## src/rtl/y_enhance_ctrl.sv

```systemverilog
// y_enhance_ctrl: per-frame luma-stretch parameter sequencer.
// Divides NUMERATOR by the frame's luma range and commits the result at the next start-of-frame.
module y_enhance_ctrl #(
    parameter logic [15:0] NUMERATOR  = 16'hFF00,
    parameter logic [15:0] UNITY_RATE = 16'h0100
) (
    input  logic        clk,
    input  logic        rst,
    input  logic        stat_valid,
    output logic        stat_ready,
    input  logic [7:0]  stat_min,
    input  logic [7:0]  stat_max,
    input  logic        frame_sop,
    input  logic        bypass,
    input  logic [7:0]  diff_threshold,
    output logic [15:0] rate,
    output logic [7:0]  min_out,
    output logic        diff2small,
    output logic        params_updated,
    output logic        busy
);
    typedef enum logic [1:0] {IDLE, DIV, PEND} state_t;
    state_t state;

    logic [7:0]  diff_c;
    logic        small_c;
    logic        fast_c;
    logic        accept;
    logic [3:0]  iter_cnt;
    logic [8:0]  rem_p0;
    logic [15:0] quo_p0;
    logic [7:0]  divisor_p0;
    logic [7:0]  min_lat;
    logic        small_lat;
    logic [9:0]  step;
    logic [15:0] quo_next;
    logic [15:0] pend_rate;
    logic [7:0]  pend_min;
    logic        pend_small;

    // One restoring-division step: returns {next remainder, quotient bit}.
    function automatic logic [9:0] div_step(input logic [8:0] rem, input logic bit_in,
                                            input logic [7:0] d);
        logic [9:0] trial;
        trial = {rem, bit_in};
        if (trial >= {2'b00, d})
            div_step = {trial[8:0] - {1'b0, d}, 1'b1};
        else
            div_step = {trial[8:0], 1'b0};
    endfunction

    always_comb begin
        diff_c   = (stat_max < stat_min) ? 8'd0 : stat_max - stat_min;
        small_c  = (diff_c <= diff_threshold);
        fast_c   = bypass || (diff_c == 8'd0);
        accept   = stat_valid && stat_ready;
        step     = div_step(rem_p0, quo_p0[15], divisor_p0);
        quo_next = {quo_p0[14:0], step[0]};
    end

    // Divider datapath: quo_p0 shifts the dividend out MSB first and the quotient in at the LSB.
    always_ff @(posedge clk) begin
        if (accept) begin
            rem_p0     <= 9'd0;
            quo_p0     <= NUMERATOR;
            divisor_p0 <= diff_c;
            min_lat    <= stat_min;
            small_lat  <= small_c;
        end else if (state == DIV) begin
            rem_p0 <= step[9:1];
            quo_p0 <= quo_next;
        end
    end

    always_ff @(posedge clk or posedge rst) begin
        if (rst) begin
            state          <= IDLE;
            stat_ready     <= 1'b1;
            busy           <= 1'b0;
            iter_cnt       <= 4'd0;
            rate           <= UNITY_RATE;
            min_out        <= 8'd0;
            diff2small     <= 1'b0;
            params_updated <= 1'b0;
            pend_rate      <= UNITY_RATE;
            pend_min       <= 8'd0;
            pend_small     <= 1'b0;
        end else begin
            params_updated <= 1'b0;
            if (state == PEND && frame_sop) begin
                rate           <= pend_rate;
                min_out        <= pend_min;
                diff2small     <= pend_small;
                params_updated <= 1'b1;
                state          <= IDLE;
            end
            // A new acceptance in the same cycle overrides the commit's return to IDLE.
            case (state)
                IDLE, PEND: begin
                    if (stat_valid) begin
                        iter_cnt <= 4'd0;
                        if (fast_c) begin
                            pend_rate  <= UNITY_RATE;
                            pend_min   <= 8'd0;
                            pend_small <= small_c;
                            state      <= PEND;
                        end else begin
                            state      <= DIV;
                            busy       <= 1'b1;
                            stat_ready <= 1'b0;
                        end
                    end
                end
                DIV: begin
                    iter_cnt <= iter_cnt + 4'd1;
                    if (iter_cnt == 4'd15) begin
                        pend_rate  <= quo_next;
                        pend_min   <= min_lat;
                        pend_small <= small_lat;
                        state      <= PEND;
                        busy       <= 1'b0;
                        stat_ready <= 1'b1;
                    end
                end
                default: state <= IDLE;
            endcase
        end
    end
endmodule

```

## config.mk

```make
export PLATFORM = sky130hd
export DESIGN_NAME = y_enhance_ctrl
export DESIGN_NICKNAME = d
export VERILOG_FILES = /design/src/rtl/y_enhance_ctrl.sv
export SDC_FILE = /design/constraint.sdc
export NUM_CORES = 1
export LEC_CHECK = 0
export CAP_MARGIN = 20
export CORE_MARGIN = 2
export CORE_UTILIZATION = 35
export DETAILED_ROUTE_END_ITERATION = 8
export PLACE_DENSITY = 0.53
export SLEW_MARGIN = 20
export SYNTH_ARGS = -nofsm -noshare
export SYNTH_HDL_FRONTEND = slang
export SYNTH_SLANG_ARGS = --single-unit
```

## constraint.sdc

```tcl
create_clock -name clk -period 3 [get_ports clk]
set_input_delay 0.3 -clock clk [delete_from_list [all_inputs] [get_ports clk]]
set_output_delay 0.3 -clock clk [all_outputs]
set_load 0.01 [all_outputs]
```

; ---- Yosys cells after proc, flatten, opt, wreduce, memory -nomap -nowiden
; Cells that the tools add are included.
[totals]
regBits = 101
output_inout_bits = 28
elab_cells = 69
[op_classes]
add_sub_neg = 3
n_lt_le_gt_ge = 3
n_eq_ne = 7
n_mux = 30
n_reduce_logical = 10
[ops]
columns = operator, n
row1 = 16-bit 2-to-1 mux, 3
row2 = 8-bit 2-to-1 mux, 4
row3 = 16-bit one-hot mux with 2 select lines, 1
row4 = 8-bit one-hot mux with 2 select lines, 1
row5 = 10-bit by 8-bit >= comparator with 1-bit output, 1
row6 = 1-bit 2-to-1 mux, 10
row7 = 10-bit 2-to-1 mux, 1
row8 = 9-bit by 8-bit subtractor with 9-bit output, 1
row9 = 8-bit <= comparator, 1
row10 = 8-bit logical NOT, 1
row11 = 8-bit less-than comparator, 1
row12 = 2-bit 2-to-1 mux, 4
row13 = 4-bit one-hot mux with 2 select lines, 1
row14 = 4-bit AND reduction, 2
row15 = 8-bit subtractor, 1
row16 = "2-bit inequality test, second input constant", 3
row17 = 1-bit one-hot mux with 2 select lines, 3
row18 = "4-bit by 1-bit adder with 4-bit output, second input constant", 1
row19 = "4-bit equality test, second input constant", 1
row20 = 4-bit 2-to-1 mux, 1
row21 = 2-bit one-hot mux with 2 select lines, 1
row22 = "2-bit by 1-bit equality test with 1-bit output, second input constant", 1
row23 = "2-bit equality test, second input constant", 1
row24 = 1-bit logical AND, 2
row25 = 6 further kinds, 6

; ---- Longest topological paths before layout
; Gate-level depths: netlist of run 1.
[logic_depth]
depth_word = 7
mapped_depth = 16

; ---- Worst setup path before layout of run 1
; No wires, ideal clock.
[synth_timing]
path_type = input -> register
from = input port stat_max[0]
to = register pend_small
arrival_time_ns = 3.005
t_required_ns = 2.874
setup_slack_ns = -0.131
stages = 15
path_cell_list = inv_1 ha_1 fa_1 nand2b_2 a211oi_4 a21oi_1 or2_2 ha_1 nor2b_1 o21ai_0 a31oi_1 o21ai_0 a22oi_1 a211oi_1 a221o_1
[synth_between]
elab_chain_cells = 6
elab_cells_between_ends = 11
[synth_rtl]
columns = element, line
row1 = start: declaration, 12  ; input logic [7:0] stat_max,
row2 = 8-bit subtractor or 8-bit less-than comparator (tied branches), 53  ; diff_c = (stat_max < stat_min) ? 8'd0 : stat_max - stat_min;
row3 = 8-bit 2-to-1 mux (*), 53
row4 = 8-bit <= comparator (*), 54  ; small_c = (diff_c <= diff_threshold);
row5 = via small_c, 26  ; logic small_c;
row6 = 1-bit 2-to-1 mux (*), 102  ; if (fast_c) begin
row7 = 1-bit 2-to-1 mux (*), 100  ; if (stat_valid) begin
row8 = 1-bit one-hot mux with 2 select lines (*), 98  ; case (state)
row9 = end signal: assignment, 105  ; pend_small <= small_c;
row10 = end signal: assignment, 119  ; pend_small <= small_lat;
row11 = end: declaration, 39  ; logic pend_small;
; The timed path passes the listed nets; every way through them passes the cells marked *. The select of a mux whose other input is x is not followed.
; A chain may end at the register's enable or synchronous reset.

; ---- Worst setup path in the final report of run 1
[layout_timing]
from = input port stat_min[5]
to = register pend_small
[layout_between]
elab_chain_cells = 6
elab_cells_between_ends = 11
[layout_rtl]
columns = element, line
row1 = start: declaration, 11  ; input logic [7:0] stat_min,
row2 = 8-bit less-than comparator, 53
row3 = 8-bit 2-to-1 mux, 53
row4 = via diff_c[3], 25  ; logic [7:0] diff_c;
row5 = 8-bit <= comparator, 54
row6 = via small_c, 26
row7 = 1-bit 2-to-1 mux, 102
row8 = 1-bit 2-to-1 mux, 100
row9 = 1-bit one-hot mux with 2 select lines, 98
; The timed path passes the listed nets, and every way through them passes these cells. The select of a mux whose other input is x is not followed.

==> flow_summary.yaml, run 1 <==
run_status:
  status: "finished clean"
timing:
  worst_pin_slew_ns: 0.911
  fin_skew_ns: 0.0107
  finalCritPeriodShare: 0.960
  setup_viol: 0
  hold_viol: 0
  slew_viol_final: 0
  slew_headroom: 0.392
  finalCriticalPeriod_ns: 2.88
  max_freq_ghz: 0.347
  rsz0062_at_grt: "false"
power_and_ir_drop:
  switchingPower_w: 0.00144
  p_seq_frac: 0.405
  power_density_nw_per_um2: 666
  intPower_w: 0.00288
  leakagePower_nw: 3.01
  switching_share: 0.333
  ir_worst_vdd_uv: 333
  comb_power_share: 0.329
  power_frac_clock: 0.267
clock_tree:
  cts_max_level: 3
  cts_hold_buffers: 0
  clock-root-buffer: "clkbuf_16"
  cts_tree: "done"
  cts_buffers: 9
  cts.sinks: 101
  clock_path_buffers: 2
  clkLatencyLatePin_ns: 0.34
  clk_pin_slew_ns: 0.06
floorplan:
  io_pins: 57
  die_area_sq_um: 14700
  die-height_um: 121
  die_w_um: 121
  start_util: 0.361
  fp.coreArea_sq_um: 13300
  rows: 42
final_layout:
  syn_to_final_growth_pct: 35.0
  antennaDiodeCount: 0
  design_area_sq_um: 6480
  drive_above_1_share: 0.209
  nets: 664
  fin_util: 0.487
hold_path:
  min_path_type: "primary input to register"
  holdCritStartpoint: "stat_min[0]"
  min_path_cells: 2
  hold_end: "min_lat[0]"
critical_path:
  cp_max_fo: 8
  r2r-start: "quo_p0[15]"
  endpoint_kind: "register"
  r2r-end: "rem_p0[6]"
  cp-start-kind: "primary input"
  crit_chain: "clkdlybuf4s50_1 > inv_1 > ha_4 > a21oi_2 > o21ai_4 > a21oi_4 > nor2_2 > ha_1 > and3_4 > o21ai_1 > a31oi_1 > o21ai_2 > a22oi_2 > a211oi_2 > a221o_1"
  worst_ep_required_time_ns: 3.22
  ff2ff_setup_slack_ns: 0.29
  cpPeakStageDelay_ns: 0.49
  critPathSlowestCell: "clkdlybuf4s50_1"
  arrival_ns: 3.10
  critPathKind: "primary input to register"
  r2r_cells: 11
route:
  via_count: 3857
  route.met2.wl_mm: 5.07
  viasPerCell: 4.89
  drt_first_iter_violations: 204
  drc: 0
  wl_met3_um: 462
  dr.pass1.iters: 4
  wl_per_cell_um: 13.8
  ant_nets: 0
  wl_met1_mm: 5.24
  routed_wl_mm: 10.9
  highest_layer: "met4"
logic_synthesis:
  avgSynthCellArea_sq_um: 9.62
  synthAdderAreaFrac: 0.0735
  seq_area_frac_synth: 0.519
  synth_top_family_by_area: "simple AND/OR/NAND/NOR gates"
  synthDistinctLibCells: 63
  muxShareOfSynthArea: 0.00235
  async_flop_share: 0.584
  synth_area_sq_um: 4800
  syn_nets: 555
  synthCells: 499
  yosys.area_share.simple: 0.188
  yosys.area_share.xor_xnor: 0.00913
  synth_ff_type: "dfrtp_1"
  synth_seq_cells: 101
  yosysWarnings: 0
  synth-edff-count: 17
  synth-compound-area-share: 0.161
run:
  drv_cap: 0
place:
  gp_congestion: 0.808
  dpl-instance-area_sq_um: 5910
  portBuffers: 56
  hpwl_mm: 8.01
grt:
  grt_pass1_wl_mm: 18.3
  antenna_found_initial: 0
  overflow: 0
  grt_max_degree: 45
  track_usage: 0.156
  grt_pass1_vias: 3838
==> critical path, delay by kind of cell <==
kind / cells / cell delay, ns
adders and majority gates: 2 / 0.56
and+or+nand+nor: 2 / 0.27
AOI/OAI and AO/OA: 9 / 1.40
buffers and inverters: 2 / 0.57
==> cells in the mapped netlist, types with 5 or more instances <==
cell / n / share of area
a21oi_1: 23 / 0.024
a22o_1: 24 / 0.044
and3_1: 5 / 0.0065
clkbuf_1: 17 / 0.013
dfrtp_1: 56 / 0.29
dfxtp_1: 25 / 0.10
edfxtp_1: 17 / 0.11
ha_1: 25 / 0.065
inv_1: 34 / 0.027
nand2_1: 118 / 0.092
nand2b_1: 5 / 0.0065
nand3_1: 11 / 0.011
nor2_1: 21 / 0.016
nor2b_1: 5 / 0.0065
nor3_1: 16 / 0.017
o21ai_0: 17 / 0.018
o21ai_1: 8 / 0.0083
==> kinds of logic after synthesis <==
kind of cell    Yosys count
fa+ha+maj                27
flops                   101
simple gates            201
mux                       1
compound gates          108
xor+xnor                  5
buf+inv                  56
==> power groups by stage <==
stage,registers [W],logic [W],clock network [W]
final,0.00175,0.00142,0.00115
after global routing,0.00177,0.00159,0.00124
after CTS,0.00175,0.00138,0.00118
after detailed placement,0.00177,0.00134,0
after global placement,0.00177,0.00130,0
after floorplan,0.00173,0.000921,0
==> cell usage in the layout, fill, tap and decap left out, types with 3 or more instances in the layout <==
cell type	n
and3_1	4
nor2_1	16
edfxtp_1	17
nand3_1	11
nand2_1	118
o21ai_1	8
inv_1	29
dfrtp_1	56
a22o_1	24
nor2b_1	3
nand4_1	4
o21ai_0	14
dfxtp_1	25
buf_4	62
clkbuf_16	9
ha_1	16
ha_4	9
a32oi_1	3
a21oi_1	19
or3_1	3
dlygate4sd2_1	4
clkdlybuf4s50_1	47
a21o_1	4
nor3_1	16
nor2_2	6
inv_2	7
nand2b_1	5
dfstp_2	3
==> metrics by stage <==
step	total power, W	setup TNS, ns	worst slack (ns)	hold slack, ns	std cells
2_1_floorplan	0.00265	0	0.0297	0.399	499
3_3_place_gp	0.00307	-6.06	-0.530	0.454	764
3_5_place_dp	0.00311	-7.31	-0.665	0.460	764
4_1_cts	0.00431	0	0.000323	0.263	786
5_1_grt	0.00460	0	0.00884	0.255	789
6_report	0.00432	0	0.120	0.255	789
==> flip-flops by register name, indices dropped and copies added, names as in the netlist <==
name / flops
busy: 1
diff2small: 1
divisor_p0: 8
iter_cnt: 4
min_lat: 8
min_out: 8
params_updated: 1
pend_min: 8
pend_rate: 16
pend_small: 1
quo_p0: 16
rate: 16
rem_p0: 9
small_lat: 1
stat_ready: 1
state: 2
==> per-layer routing <==
| layer | vias to the layer above | global-route usage |
|---|---|---|
| li1 | 1947 | - |
| met1 | 1811 | 0.210 |
| met2 | 88 | 0.253 |
| met3 | 11 | 0.0282 |
| met4 | 0 | 0.0560 |
| met5 | - | 0 |
==> repair_timing <==
action                                  4_1_cts  5_1_grt
resized for setup                            31       28
endpoints found under the setup margin        1        1
pin swaps                                    15       19
buffers inserted                              6        3
==> cell type report <==
class,instances,area (sq um)
Tap cell,176,220
Inverter,36,135
Clock buffer,11,233
Fill cell,1242,6820
Multi-Input combinational cell,342,2310
Clock inverter,5,58.8
Timing Repair Buffer,118,1030
Sequential cell,101,2490
==> worst max-delay path by stage <==
stage	endpoint	start	slack, ns	cells past startpoint
after floorplan	pend_small	stat_max[0]	0.03	16
after detailed placement	pend_small	stat_max[0]	-0.66	16
after global routing	pend_small	stat_min[7]	0.009	15
after global placement	pend_small	stat_max[0]	-0.53	17
after CTS	pend_small	stat_min[7]	0.0003	15
final	pend_small	stat_min[5]	0.12	15
Power figures use the tool's default switching activity.
==> run 2, diff against run 1 <==
--- a/config.mk
+++ b/config.mk
@@ -5,11 +5,14 @@
 export SDC_FILE = /design/constraint.sdc
 export NUM_CORES = 1
 export LEC_CHECK = 0
+export ABC_AREA = 0
 export CAP_MARGIN = 20
+export CELL_PAD_IN_SITES_DETAIL_PLACEMENT = 1
+export CELL_PAD_IN_SITES_GLOBAL_PLACEMENT = 2
 export CORE_MARGIN = 2
 export CORE_UTILIZATION = 35
 export DETAILED_ROUTE_END_ITERATION = 8
-export PLACE_DENSITY = 0.53
+export PLACE_DENSITY = 0.78
 export SLEW_MARGIN = 20
 export SYNTH_ARGS = -nofsm -noshare
 export SYNTH_HDL_FRONTEND = slang
==> run 2 against run 1 <==
Setup slack got worse by 0.020 ns. Sequential power about the same. Clock skew shrank 0.0031 ns. Count of clock-buffer cells in the layout unchanged. Maximum frequency is 0.69% lower. Sequential share of layout area up 0.34 points. Hold slack better by 0.014 ns. Via count up 3.1%. Global-route usage is 2.8 points higher. Combinational power rose by 4%. Register-to-register slack lost 0.05 ns. Largest cell class unchanged. Largest power group unchanged.
==> flow_summary.yaml, run 2 (same netlist as run 1, synthesis figures left out) <==
critical_path:
  crit_chain: "buf_2 > inv_2 > ha_4 > fa_2 > nand2b_4 > a211oi_4 > buf_6 > o311ai_4 > nor2_1 > ha_1 > a21o_1 > a22oi_1 > a31oi_1 > o21ai_1 > a22oi_1 > a211oi_1 > a221o_1"
  cpPeakStageDelay_ns: 0.36
  worst_ep_required_time_ns: 3.28
  arrival_ns: 3.18
  ff2ff_setup_slack_ns: 0.24
  crit_top_cell: "a22oi_1"
  critPathSlowestCell: "fa_2"
  endpoint_kind: "register"
  cp-start-kind: "primary input"
  cp_max_fo: 3
  critPathKind: "primary input to register"
run_status:
  status: "finished clean"
final_layout:
  reg_top3: "pend_rate (16), quo_p0 (16), rate (16)"
  drive_above_1_share: 0.193
  syn_to_final_growth_pct: 33.8
  regArea_sq_um: 2490
  layout_common_cells: "118 x nand2_1, 57 x buf_4, 56 x dfrtp_1, 44 x clkdlybuf4s50_1, 29 x inv_1"
  final_cells: 788
  multi_input_area_sq_um: 2230
  fin_util: 0.483
  antennaDiodeCount: 0
  final_common_cell: "nand2_1"
  fillers: 1498
  nets: 663
grt:
  antenna_found_initial: 0
  overflow: 0
  grt_pass1_vias: 4310
  track_usage: 0.184
  grt_max_degree: 34
  grt_pass1_wl_mm: 21.3
route:
  drt_first_iter_violations: 178
  wl_per_cell_um: 16.1
  routed_wl_mm: 12.7
  drc: 0
  via_count: 3976
  dr.pass1.iters: 4
  viasPerCell: 5.05
  ant_nets: 0
clock_tree:
  cts.sinks: 101
  clkLatencyLatePin_ns: 0.35
  cts_max_level: 3
  clock_path_buffers: 2
  clk_pin_slew_ns: 0.07
  clock-root-buffer: "clkbuf_16"
  cts_tree: "done"
  cts_buffers: 9
timing:
  worst_pin_slew_ns: 0.489
  rsz0062_at_grt: "true"
  timing.setup.tns_ns: 0
  holdWs_ns: 0.269
  finalCriticalPeriod_ns: 2.90
  fin_skew_ns: 0.00761
  hold_viol: 0
  slew_headroom: 0.674
  setup_viol: 0
  finalCritPeriodShare: 0.967
  max_freq_ghz: 0.345
  slew_viol_final: 0
power_and_ir_drop:
  ir_worst_vdd_uv: 303
  leakagePower_nw: 3.01
  power_density_nw_per_um2: 687
  finalPower_w: 0.00441
floorplan:
  fp.coreArea_sq_um: 13300
  die_w_um: 121
  die_area_sq_um: 14700
  rows: 42
  io_pins: 57
  die-height_um: 121
  start_util: 0.361
place:
  hpwl_mm: 9.39
  portBuffers: 56
  gp_congestion: 0.837
  dp_cells: 765
run:
  drv_cap: 0
hold_path:
  min_path_type: "primary input to async pin"
==> run 2: path summary, 6_finish.rpt <==
check	cells past startpoint	to	start
max	17	pend_small	stat_max[0]
min	2	min_out[5]	rst
max reg2reg	11	rem_p0[6]	quo_p0[15]
min reg2reg	2	rate[9]	rate[9]
max in group asynchronous	3	stat_ready	rst
min in group clk	2	min_lat[0]	stat_min[0]
==> run 2: layer usage <==
layer / part of all wire / vias up / global-route usage
li1: - / 1945 / -
met3: 0.026 / 24 / 0.0282
met5: 0 / - / 0
met1: 0.44 / 1938 / 0.229
met4: 0.027 / 0 / 0.0719
met2: 0.50 / 69 / 0.321
==> run 2: final cells by class <==
cell class                 count  area share
clock inverter                 5     0.00896
tap                          176      0.0343
inverter                      36      0.0210
clock buffer                  11      0.0378
sequential                   101       0.388
multi-input combinational    342       0.348
timing repair buffer         117       0.162
==> run 2: power by group <==
part | switching (W) | internal, W
Clock | 0.000503 | 0.000673
Sequential | 0.000164 | 0.00159
Combinational | 0.000834 | 0.000646
Total | 0.00150 | 0.00291
==> run 2: what timing repair did <==
| action | in CTS | in global routing |
|---|---|---|
| gates cloned | 0 | 0 |
| pin swaps | 15 | 4 |
| resized for setup | 35 | 14 |
| setup buffers | 4 | 3 |
| endpoints found under the setup margin | 2 | 3 |
| hold buffers | 0 | 0 |
==> run 2: per-stage QoR <==
step,area [sq um],setup slack (ns)
after floorplan,4810,0.0297
after global placement,5930,-0.516
after detailed placement,5930,-0.671
after CTS,6350,0.0183
after global routing,6420,-0.0744
final,6420,0.100
==> run 2: critical path: cells and delay by family <==
family                   cells  cell delay (ns)
buffers and inverters        3             0.29
AND/OR/NAND/NOR              2             0.33
AO/OA/AOI/OAI                9             1.44
adder cells (fa/ha/maj)      3             0.81
==> run 3, diff against run 2 <==
--- a/config.mk
+++ b/config.mk
@@ -13,6 +13,7 @@
 export CORE_UTILIZATION = 35
 export DETAILED_ROUTE_END_ITERATION = 8
 export PLACE_DENSITY = 0.78
+export REMOVE_ABC_BUFFERS = 1
 export SLEW_MARGIN = 20
 export SYNTH_ARGS = -nofsm -noshare
 export SYNTH_HDL_FRONTEND = slang
==> run 3 against run 2 <==
Sequential share of layout area shrank 1.5 points. Clock skew rose by 0.0022 ns. Cell area is 4.0% higher. Count of clock-buffer cells in the layout decreased by 2. First-iteration DRC count is 16% lower. Hold slack got worse by 0.028 ns. Largest cell class unchanged.
==> flow_summary.yaml, run 3 (same netlist as run 1, synthesis figures left out) <==
grt:
  grt_max_degree: 34
  grt_pass1_wl_mm: 21.9
  antenna_found_initial: 0
  overflow: 0
  track_usage: 0.190
  grt_pass1_vias: 4436
critical_path:
  critPathLaunch: "stat_max[0]"
  cp_max_fo: 2
  worst_ep_required_time_ns: 3.11
  arrival_ns: 3.08
  endpoint_kind: "register"
  critPathKind: "primary input to register"
  r2r-start: "quo_p0[15]"
  cp-start-kind: "primary input"
power_and_ir_drop:
  comb_power_share: 0.345
  ir_worst_vdd_uv: 322
  power_density_nw_per_um2: 692
  switchingPower_w: 0.00158
  power_frac_clock: 0.274
  switching_share: 0.343
  leakagePower_nw: 3.13
  p_seq_frac: 0.381
  intPower_w: 0.00304
timing:
  worst_pin_slew_ns: 0.970
  fin_skew_ns: 0.00979
  setup_viol: 0
  slew_viol_final: 0
  finalCritPeriodShare: 0.989
  holdWs_ns: 0.241
  timing.setup.tns_ns: 0
  hold_viol: 0
  slew_headroom: 0.353
  max_freq_ghz: 0.337
  finalCriticalPeriod_ns: 2.97
  fin_ws_ns: 0.0320
run:
  drv_cap: 0
final_layout:
  syn_to_final_growth_pct: 39.2
  final_common_cell: "nand2_1"
  layout_common_cells: "118 x nand2_1, 67 x buf_4, 56 x dfrtp_1, 41 x clkdlybuf4s50_1, 26 x inv_1"
  multi_input_area_sq_um: 2350
  fillers: 1488
  antennaDiodeCount: 0
  final_cells: 800
  drive_above_1_share: 0.234
  regArea_sq_um: 2490
  reg_top3: "pend_rate (16), quo_p0 (16), rate (16)"
  nets: 675
clock_tree:
  clk_pin_slew_ns: 0.07
  cts.sinks: 101
  clkLatencyLatePin_ns: 0.35
  cts_buffers: 9
  clock-root-buffer: "clkbuf_16"
  cts_max_level: 3
  clock_path_buffers: 2
  cts_tree: "done"
floorplan:
  die-height_um: 121
  fp.coreArea_sq_um: 13300
  start_util: 0.361
  die_w_um: 121
  rows: 42
  io_pins: 57
  die_area_sq_um: 14700
route:
  drc: 0
  viasPerCell: 5.16
  via_count: 4129
  routed_wl_mm: 13.9
  dr.pass1.iters: 4
  ant_nets: 0
  drt_first_iter_violations: 149
  wl_per_cell_um: 17.3
hold_path:
  min_path_type: "primary input to register"
  holdCritStartpoint: "stat_min[0]"
place:
  gp_congestion: 0.817
  dp_slack_ns: -0.883
  dp_cells: 761
  hpwl_mm: 9.19
  portBuffers: 56
run_status:
  status: "finished clean"
-- run 3: cell count changes in the layout (fill, tap and decap cells not counted), moves of 2 or more --
cell	previous run	this run
clkdlybuf4s50_1	44	41
inv_2	7	10
ha_1	18	14
buf_6	1	5
dlymetal6s2s_1	2	6
inv_1	29	26
nor2_4	2	6
nor2_1	18	15
dlygate4sd2_1	7	5
ha_4	6	11
buf_4	57	67
-- run 3: metrics by stage --
step | area [sq um] | total power [W] | utilization
after floorplan | 4710 | 0.00260 | -
after global placement | 5900 | 0.00312 | 0.444
after detailed placement | 5900 | 0.00320 | 0.444
after CTS | 6510 | 0.00457 | 0.490
after global routing | 6680 | 0.00490 | 0.502
final | 6680 | 0.00462 | 0.502
-- run 3: timing repair --
action | 4_1_cts | 5_1_grt
hold buffers | 0 | 0
hold endpoints to repair | 0 | 0
setup endpoints to repair | 5 | 2
gates resized for setup | 52 | 31
pin swaps | 16 | 16
buffers inserted | 18 | 5
-- run 3: final cells by class --
cell class | count | share of cell area
flip-flops and latches | 101 | 0.373
multi-input cells | 342 | 0.352
repair buffers | 129 | 0.173
clock buffers | 9 | 0.0337
well taps | 176 | 0.0330
inverters | 36 | 0.0202
clock inverters | 7 | 0.0146
-- run 3: power groups by stage --
| stage | logic [W] | clock network [W] | registers (W) |
|---|---|---|---|
| 3_5_place_dp | 0.00142 | 0 | 0.00178 |
| 5_1_grt | 0.00177 | 0.00134 | 0.00179 |
| 4_1_cts | 0.00152 | 0.00129 | 0.00176 |
| 2_1_floorplan | 0.000866 | 0 | 0.00173 |
| 6_report | 0.00159 | 0.00127 | 0.00176 |
| 3_3_place_gp | 0.00135 | 0 | 0.00177 |
-- run 3: final timing paths --
path,to,slack [ns],cells past startpoint
setup / recovery,divisor_p0[6],0.03,21
hold / removal,min_lat[0],0.24,2
setup reg to reg,rem_p0[3],0.27,11
hold reg to reg,rate[11],0.47,2
max in group asynchronous,stat_ready,1.85,3
min in group asynchronous,rate[7],0.39,2
-- run 3: layer usage --
layer  vias to the layer above  routed length, um  GRT usage
met2                        93               7020      0.336
met1                      2028               5960      0.226
met4                         0                402     0.0828
li1                       1974                  -          -
met3                        34                477     0.0334
met5                         -                  0          0
-- run 3: critical path, cell delays in order --
cell      delay [ns]
buf_6           0.07
inv_2           0.03
ha_4            0.15
fa_2            0.34
nand2b_4        0.16
a211oi_4        0.23
buf_4           0.16
o221ai_4        0.10
o311ai_4        0.10
nor2_4          0.09
buf_4           0.14
buf_4           0.12
buf_4           0.12
buf_4           0.12
buf_4           0.12
buf_4           0.12
buf_4           0.12
buf_4           0.12
buf_4           0.12
buf_4           0.12
buf_4           0.12
